--- src/rtl/rssb_pkg.sv ---
// Shared definitions for the RSSB core: FSM states and the special
// operand addresses that are decoded instead of going to memory.
package rssb_pkg;

  typedef enum logic [2:0] {
    IDLE,
    FETCH,
    OPER,
    EXEC,
    WB,
    OUTW,
    HALT
  } state_t;

  localparam int ADDR_PC   = 0;
  localparam int ADDR_ACC  = 1;
  localparam int ADDR_ZERO = 2;
  localparam int ADDR_IN   = 3;
  localparam int ADDR_OUT  = 4;

endpackage

--- src/rtl/rssb_alu.sv ---
// Reverse-subtract datapath: r = v - acc, with the borrow flag taken
// from the sign bit of the result.
module rssb_alu
  import rssb_pkg::*;
#(
  parameter int DATA_W = 16
) (
  input  logic [DATA_W-1:0] i_v,
  input  logic [DATA_W-1:0] i_acc,
  output logic [DATA_W-1:0] o_r,
  output logic              o_neg
);

  assign o_r   = i_v - i_acc;
  assign o_neg = o_r[DATA_W-1];

endmodule

--- src/rtl/rssb_core.sv ---
// One-instruction RSSB CPU core with a req/ack memory port, memory-mapped
// stream I/O, self-loop halt detection and a retired-instruction counter.
module rssb_core
  import rssb_pkg::*;
#(
  parameter int DATA_W   = 16,
  parameter int ADDR_W   = 16,
  parameter int START_PC = 5,
  parameter int CNT_W    = 32
) (
  input  logic              i_clock,
  input  logic              i_reset,
  input  logic              i_start,
  output logic              o_mem_req,
  output logic              o_mem_we,
  output logic [ADDR_W-1:0] o_mem_addr,
  output logic [DATA_W-1:0] o_mem_wdata,
  input  logic [DATA_W-1:0] i_mem_rdata,
  input  logic              i_mem_ack,
  input  logic [DATA_W-1:0] i_in_data,
  input  logic              i_in_valid,
  output logic              o_in_ready,
  output logic [DATA_W-1:0] o_out_data,
  output logic              o_out_valid,
  input  logic              i_out_ready,
  output logic              o_halted,
  output logic              o_busy,
  output logic [CNT_W-1:0]  o_instr_count
);

  localparam logic [ADDR_W-1:0] START_ADDR = ADDR_W'(START_PC);

  state_t            r_state;
  state_t            w_nextState;
  logic [ADDR_W-1:0] r_pc;
  logic [DATA_W-1:0] r_acc;
  logic              r_neg;
  logic [ADDR_W-1:0] r_opAddr;
  logic [DATA_W-1:0] r_opVal;
  logic [DATA_W-1:0] r_result;
  logic [CNT_W-1:0]  r_instrCount;

  logic [DATA_W-1:0] w_r;
  logic              w_neg;
  logic              w_isPc;
  logic              w_isAcc;
  logic              w_isIn;
  logic              w_isOut;
  logic              w_isMem;
  logic [DATA_W-1:0] w_specialVal;
  logic              w_retNeg;
  logic [ADDR_W-1:0] w_base;
  logic [ADDR_W-1:0] w_nextPc;
  logic              w_retire;

  rssb_alu #(
    .DATA_W(DATA_W)
  ) u_alu (
    .i_v   (r_opVal),
    .i_acc (r_acc),
    .o_r   (w_r),
    .o_neg (w_neg)
  );

  assign w_isPc  = (r_opAddr == ADDR_W'(ADDR_PC));
  assign w_isAcc = (r_opAddr == ADDR_W'(ADDR_ACC));
  assign w_isIn  = (r_opAddr == ADDR_W'(ADDR_IN));
  assign w_isOut = (r_opAddr == ADDR_W'(ADDR_OUT));
  assign w_isMem = (r_opAddr >  ADDR_W'(ADDR_OUT));

  assign w_specialVal = w_isPc  ? DATA_W'(r_pc) :
                        w_isAcc ? r_acc         : '0;

  // Retirement in EXEC uses the live ALU result; WB/OUTW use the latched flag.
  assign w_retNeg = (r_state == EXEC) ? w_neg : r_neg;
  assign w_base   = ((r_state == EXEC) && w_isPc) ? w_r[ADDR_W-1:0] : r_pc;
  assign w_nextPc = w_base + ADDR_W'(1) + ADDR_W'(w_retNeg);

  always_ff @(posedge i_clock) begin
    if (!i_reset) begin
      r_state <= IDLE;
    end else begin
      r_state <= w_nextState;
    end
  end

  always_comb begin
    w_nextState = r_state;
    o_mem_req   = 1'b0;
    o_mem_we    = 1'b0;
    o_mem_addr  = r_pc;
    o_in_ready  = 1'b0;
    o_out_valid = 1'b0;
    w_retire    = 1'b0;
    case (r_state)
      IDLE: begin
        if (i_start) w_nextState = FETCH;
      end
      FETCH: begin
        o_mem_req = 1'b1;
        if (i_mem_ack) w_nextState = OPER;
      end
      OPER: begin
        if (w_isMem) begin
          o_mem_req  = 1'b1;
          o_mem_addr = r_opAddr;
          if (i_mem_ack) w_nextState = EXEC;
        end else if (w_isIn) begin
          if (i_in_valid) begin
            o_in_ready  = 1'b1;
            w_nextState = EXEC;
          end
        end else begin
          w_nextState = EXEC;
        end
      end
      EXEC: begin
        if (w_isMem) begin
          w_nextState = WB;
        end else if (w_isOut) begin
          w_nextState = OUTW;
        end else begin
          w_retire = 1'b1;
        end
      end
      WB: begin
        o_mem_req  = 1'b1;
        o_mem_we   = 1'b1;
        o_mem_addr = r_opAddr;
        if (i_mem_ack) w_retire = 1'b1;
      end
      OUTW: begin
        o_out_valid = 1'b1;
        if (i_out_ready) w_retire = 1'b1;
      end
      HALT: begin
        if (i_start) w_nextState = FETCH;
      end
      default: w_nextState = IDLE;
    endcase
    if (w_retire) begin
      w_nextState = (w_nextPc == r_pc) ? HALT : FETCH;
    end
  end

  always_ff @(posedge i_clock) begin
    if (!i_reset) begin
      r_pc         <= START_ADDR;
      r_acc        <= '0;
      r_neg        <= 1'b0;
      r_opAddr     <= '0;
      r_opVal      <= '0;
      r_result     <= '0;
      r_instrCount <= '0;
    end else begin
      if (((r_state == IDLE) || (r_state == HALT)) && i_start) begin
        r_pc <= START_ADDR;
      end
      case (r_state)
        FETCH: begin
          if (i_mem_ack) r_opAddr <= i_mem_rdata[ADDR_W-1:0];
        end
        OPER: begin
          if (w_isMem) begin
            if (i_mem_ack) r_opVal <= i_mem_rdata;
          end else if (w_isIn) begin
            if (i_in_valid) r_opVal <= i_in_data;
          end else begin
            r_opVal <= w_specialVal;
          end
        end
        EXEC: begin
          r_acc    <= w_r;
          r_neg    <= w_neg;
          r_result <= w_r;
        end
        default: ;
      endcase
      if (w_retire) begin
        r_pc         <= w_nextPc;
        r_instrCount <= r_instrCount + CNT_W'(1);
      end
    end
  end

  assign o_mem_wdata   = r_result;
  assign o_out_data    = r_result;
  assign o_halted      = (r_state == HALT);
  assign o_busy        = (r_state != IDLE) && (r_state != HALT);
  assign o_instr_count = r_instrCount;

endmodule

--- config.mk ---
export PLATFORM = sky130hd
export DESIGN_NAME = rssb_core
export DESIGN_NICKNAME = d
export VERILOG_FILES = /design/src/rtl/rssb_pkg.sv /design/src/rtl/rssb_alu.sv /design/src/rtl/rssb_core.sv
export SDC_FILE = /design/constraint.sdc
export NUM_CORES = 1
export LEC_CHECK = 0
export BUFFER_PORTS_ARGS = -buffer_cell sky130_fd_sc_hd__buf_2
export CELL_PAD_IN_SITES_DETAIL_PLACEMENT = 1
export CELL_PAD_IN_SITES_GLOBAL_PLACEMENT = 1
export CORE_MARGIN = 4
export CORE_UTILIZATION = 39
export CTS_BUF_LIST = sky130_fd_sc_hd__clkbuf_4
export CTS_CLUSTER_DIAMETER = 80
export DETAILED_ROUTE_END_ITERATION = 10
export GPL_ROUTABILITY_DRIVEN = 0
export HOLD_SLACK_MARGIN = 0.15
export PLACE_DENSITY = 0.77
export SKIP_LAST_GASP = 1
export SLEW_MARGIN = 15
export SYNTH_ARGS = -nofsm -noshare
export SYNTH_HDL_FRONTEND = slang
export SYNTH_HIERARCHICAL = 1
export SYNTH_SLANG_ARGS = --single-unit
--- constraint.sdc ---
create_clock -name i_clock -period 4.41 [get_ports i_clock]
set_input_delay 0.2205 -clock i_clock [delete_from_list [all_inputs] [get_ports i_clock]]
set_output_delay 0.2205 -clock i_clock [all_outputs]
set_load 0.05 [all_outputs]
==> results of run 1 <==
## logic make-up (layout without fill, tap and decap cells)
| kind of cell | Yosys count | count (layout) | share of synthesized area (%) |
|---|---|---|---|
| compound gates | 214 | 214 | 19.6 |
| xor+xnor | 73 | 73 | 9.48 |
| fa+ha+maj | 20 | 20 | 3.67 |
| buf+inv | 105 | 223 | 6.81 |
| flops | 100 | 100 | 28.5 |
| mux | 35 | 35 | 5.53 |
| other cells | 0 | 1 | 0 |
| simple gates | 374 | 374 | 26.4 |
## sequential cells by signal, indices dropped and copies added (netlist names)
name           cells
o_instr_count     32
o_mem_wdata       16
r_opAddr          16
r_opVal           16
r_pc              16
r_state            3
r_neg              1
## power groups by stage
stage               sequential (W)  combinational [W]  clock, W
global route               0.00109            0.00347  0.000608
detailed placement         0.00109            0.00314         0
CTS                        0.00107            0.00317  0.000565
floorplan                  0.00108            0.00216         0
global placement           0.00109            0.00311         0
finish                     0.00107            0.00324  0.000547
## cell type report
type / instances / area (sq um) / share of cell area, %
Timing Repair Buffer: 175 / 1050 / 12.8
Multi-Input combinational cell: 716 / 4580 / 56.0
Clock buffer: 9 / 67.6 / 0.825
Antenna cell: 1 / 2.50 / 0.0306
Inverter: 32 / 121 / 1.48
Tap cell: 225 / 282 / 3.44
Sequential cell: 100 / 2000 / 24.5
Clock inverter: 7 / 81.3 / 0.993
## critical path: stages, from the launching register on
cell,delay (ps)
dfxtp_1,420
inv_1,60
ha_1,330
a21oi_1,240
nand2_1,100
o21a_1,210
a31oi_1,210
xnor2_1,180
mux2i_1,160
ha_1,230
inv_1,50
ha_1,180
nand3_2,180
nor3_1,420
xnor2_1,210
a22oi_1,170
o31ai_1,280
and4_4,270
a311oi_2,80
## repair_timing
| action | in CTS | in global routing |
|---|---|---|
| gates resized for setup | 0 | 6 |
| endpoints found under the setup margin | 0 | 3 |
| hold buffers | 17 | 0 |
| buffers inserted | 0 | 0 |
| endpoints found under the hold margin | 33 | 0 |
## cells in the final DEF (no fill, tap or decap), drive strengths merged, types with 19 or more instances in the layout
cell type / instances
buf: 158
a211oi: 19
nand2: 118
xnor2: 43
a22oi: 21
a21oi: 69
nor3: 36
xor2: 28
and3: 22
o21ai: 37
mux2: 31
dfxtp: 100
nand3: 37
inv: 35
nor2: 95
ha: 19
## final timing paths
check                       from     endpoint  slack (ps)  cells after the start
hold reg to reg      r_opAddr[7]  r_opAddr[7]         490                      2
hold / removal           i_start   r_state[2]         300                      5
setup / recovery  o_mem_wdata[6]   r_state[0]         280                     18
setup reg to reg  o_mem_wdata[6]   r_state[0]         280                     18
## synth_stat cells, drive strengths merged, types with 6 or more instances
cell type,instances,area share (%)
a211oi,19,2.0
a21o,7,0.75
a21oi,69,5.0
a22o,13,1.6
a22oi,21,2.2
a31oi,9,0.80
and3,22,2.0
buf,39,3.3
clkbuf,34,1.8
dfxtp,100,28
ha,19,3.4
inv,32,1.7
mux2,31,5.0
nand2,118,6.3
nand2b,10,0.89
nand3,37,2.8
nand4,11,0.98
nor2,95,5.1
nor3,36,2.9
nor4,11,1.7
o211ai,6,0.64
o21ai,37,2.6
xnor2,43,5.4
xor2,28,3.5
## metrics by stage
step           area (sq um)  cells  setup slack, ps  hold WS [ps]
2_1_floorplan          7030    921              217           282
3_5_place_dp           7840   1231              187           468
3_3_place_gp           7840   1231              276           460
4_1_cts                8160   1264              125           274
5_1_grt                8190   1265             25.3           317
6_report               8190   1265              280           302
## metal layers
| layer | up-vias | wire length (um) |
|---|---|---|
| met4 | 0 | 475 |
| met3 | 46 | 1580 |
| met2 | 242 | 11900 |
| li1 | 3474 | - |
| met1 | 3542 | 12000 |
| met5 | - | 0 |
==> qor.txt, run 1 <==
first-pass GRT wire length: 40,800 um
via count: 7,304
worst setup path class: reg -> reg
drt drc: 0
Seq/Total Area, Yosys: 28.5%
Synth Instances: 921
Detailed Place HPWL: 19,300 um
CTS clk-pin slew, worst paths: 170 ps
Slew Limit Fails: 0
post-synthesis cell type count: 70
Logic pwr share: 66.7%
Detailed Route WL: 25,900 um
Peak VDD IR: 0.451 mV
Die Ht: 142 um
Hold Vio Cnt, Final: 0
count of final setup violators: 0
period utilisation layout: 93.6%
largest net degree at the start of global routing: 60
setup TNS: 0 ps
number of synthesized flops with an enable pin: 0
Mapped Nets: 979
sw frac: 51.0%
Clock Sink Count: 100
Post-synth ARST share: 0%
Post-Syn Area: 7030 sq um
Via density: 5.77
busiest metal layer after global routing: met2
Pwr Density: 594 nW/um^2
CTS tree: built
min cycle time layout: 4130 ps
GRT Overall Usage: 25.5%
Worst Skew: 34.0 ps
internal power: 0.00238 W
router iterations before antenna repair: 5
max-capacitance violation count: 0
vias in the first global route: 7,224
initial antenna violation count: 1
nets: 1,092
IO Pins: 124
post-synthesis register bit count: 100
Filler cells: 2,205
M1 GR Usage: 36.0%
Iteration-0 DRC Markers: 447
Reg power frac: 22.1%
synthesis-to-layout area growth: 16.4%
die width: 142 um
core area: 17,500 sq um
WP data required: 4770 ps
Post-DRT Antenna Nets: 0
total gr overflow: 0
Clock Path Buffers: 2
Total Power: 0.00487 W
Slew @ Worst Pin: 872 ps
Clock power frac: 11.3%
Crit. End Element: flop
Core Util, Final: 46.8%
status: complete, no violations
Crit Path Max Fanout: 9
Worst EP arrival: 4490 ps
met2 GRT Util: 40.9%
met3 Use GR: 3.83%
CP Launch Type: flop
CTS Buf Count: 9
Slew headroom: 41.9%
LEAKAGE: 3.36 nW
share of layout cells above drive strength 1: 22.5%
Main synth FF type: dfxtp_1
CTS Root Cell: clkbuf_4
FMAX: 0.242 GHz
post-DR wirelength/cell: 20.5 um
Sw Pwr: 0.00248 W
port bufs: 123
RSZ-0062 raised after global routing: no
Placement Rows: 48
H-tree depth: 3
Avg Cell Area, Syn: 7.63 sq um
Starting Density: 40.2%
Clock Latency Late Sink: 520 ps
synth warn: 6
die area: 20,200 sq um
Tightest Hold Check Type: in -> reg
(Power assumes the default switching activity.)
==> inputs of run 2 (changes only) <==
--- a/config.mk
+++ b/config.mk
@@ -15,7 +15,8 @@
 export DETAILED_ROUTE_END_ITERATION = 10
 export GPL_ROUTABILITY_DRIVEN = 0
 export HOLD_SLACK_MARGIN = 0.15
-export PLACE_DENSITY = 0.77
+export PLACE_DENSITY_LB_ADDON = 0.2
+export REMOVE_ABC_BUFFERS = 1
 export SKIP_LAST_GASP = 1
 export SLEW_MARGIN = 15
 export SYNTH_ARGS = -nofsm -noshare
==> qor.txt, run 2 (same netlist as run 1, synthesis figures left out) <==
LEAKAGE: 3.33 nW
min cycle time layout: 4160 ps
IO Pins: 124
CP top delay family: compound AO/OA/AOI/OAI gates
first-pass GRT wire length: 39,800 um
Die Ht: 142 um
CTS clk-pin slew, worst paths: 190 ps
vias in the first global route: 7,094
initial antenna violation count: 1
Clock Latency Late Sink: 520 ps
GRT Overall Usage: 24.9%
CP most frequent cell: ha_1
WP data required: 4830 ps
Crit Path Max Fanout: 5
Detailed Route WL: 25,700 um
via count: 7,233
worst setup path class: reg -> reg
Via density: 5.73
router iterations before antenna repair: 5
port bufs: 123
Slew @ Worst Pin: 871 ps
CTS tree: built
die width: 142 um
Crit. End Element: flop
post-DR wirelength/cell: 20.4 um
Clock Sink Count: 100
max reg flops: 32
largest net degree at the start of global routing: 36
Tightest Hold Check Type: in -> reg
synthesis-to-layout area growth: 16.2%
FMAX: 0.240 GHz
CTS Root Cell: clkbuf_4
CTS Buf Count: 9
share of layout cells above drive strength 1: 22.9%
nets: 1,089
setup TNS: 0 ps
core area: 17,500 sq um
max-capacitance violation count: 0
hold_ws: 237 ps
Slew Limit Fails: 0
H-tree depth: 3
Slew headroom: 41.5%
Placement Rows: 48
period utilisation layout: 94.3%
Post-DRT Antenna Nets: 0
die area: 20,200 sq um
Clock Path Buffers: 2
RSZ-0062 raised after global routing: no
commonest non-fill, non-tap cell in the layout: buf_2
Detailed Place HPWL: 19,000 um
CP Cell Sequence: inv_1 -> ha_1 -> o211ai_1 -> a21oi_1 -> o21a_1 -> a31oi_1 -> xnor2_1 -> mux2i_1 -> ha_1 -> nand4b_1 -> buf_4 -> nor3_1 -> and4_1 -> nor2_1 -> o221a_2 -> and4_4 -> a31o_1
number of buffers and inverters on the critical path: 2
most frequent cells in the layout: buf_2, nand2_1, dfxtp_1
status: complete, no violations
Pwr Density: 591 nW/um^2
Worst Skew: 26.8 ps
total gr overflow: 0
Iteration-0 DRC Markers: 482
Starting Density: 40.2%
Filler cells: 2,217
biggest cell delay along the critical path: 430 ps
CP Launch Type: flop
Hold Vio Cnt, Final: 0
count of final setup violators: 0
Peak VDD IR: 0.375 mV
Worst EP arrival: 4580 ps
drt drc: 0
Crit-path slowest cell: dfxtp_1
## run 2: cell count changes in the layout (fill, tap and decap cells not counted), moves of 2 or more
cell and delta:
nor3_1 -2, nor4_1 -2, inv_6 -2, nor4_2 +2, nor3_2 +2, buf_4 -3
## run 2: layout make-up
type | instances | area (sq um) | share of cell area [%]
multi-input cells | 716 | 4610 | 56.4
flip-flops and latches | 100 | 2000 | 24.5
repair buffers | 172 | 1030 | 12.6
well taps | 225 | 282 | 3.45
inverters | 32 | 120 | 1.47
clock buffers | 10 | 75.1 | 0.919
clock inverters | 6 | 51.3 | 0.628
diodes | 1 | 2.50 | 0.0306
## run 2: timing repair
item | in CTS | in global routing
resized for setup | 0 | 10
endpoints found under the hold margin | 34 | 0
hold buffers | 17 | 0
setup endpoints to repair | 0 | 3
buffers inserted | 0 | 1
## run 2: tightest hold or removal path: cells and delay by family
kind / cells / cell delay, ps
simple gates: 2 / 120
compound gates: 2 / 240
buf+inv: 1 / 140
## run 2: metrics by stage
| step | instance area, sq um | utilization, % | power, W | setup WS (ps) | std cells |
|---|---|---|---|---|---|
| finish | 8170 | 46.7 | 0.00483 | 251 | 1262 |
| floorplan | 6670 | - | 0.00312 | -255 | 848 |
| CTS | 8110 | 46.4 | 0.00475 | 212 | 1260 |
| global route | 8170 | 46.7 | 0.00511 | 37.3 | 1262 |
| detailed placement | 7820 | 44.7 | 0.00422 | 231 | 1227 |
| global placement | 7820 | 44.7 | 0.00420 | 364 | 1227 |
## run 2: report_power, final
part	switching (W)	leakage, nW	internal [W]	total, W
logic	0.00206	2.45	0.00119	0.00325
registers	0.0000981	0.808	0.000980	0.00108
clock network	0.000373	0.0695	0.000128	0.000501
## run 2: routing by layer
metal  vias up  wire [um]  GRT usage, %
met5         -          0             0
met4         0        463          7.07
met3        34       1330          3.26
met2       198      11900          40.4
met1      3548      12000          34.9
li1       3453          -             -
## run 2: final timing paths
path	to	startpoint	slack, ps	cells past startpoint
setup / recovery	r_state[1]	o_mem_wdata[2]	250	17
hold / removal	r_state[2]	i_start	240	5
setup reg to reg	r_state[1]	o_mem_wdata[2]	250	17
hold reg to reg	r_opAddr[8]	r_opAddr[8]	500	2
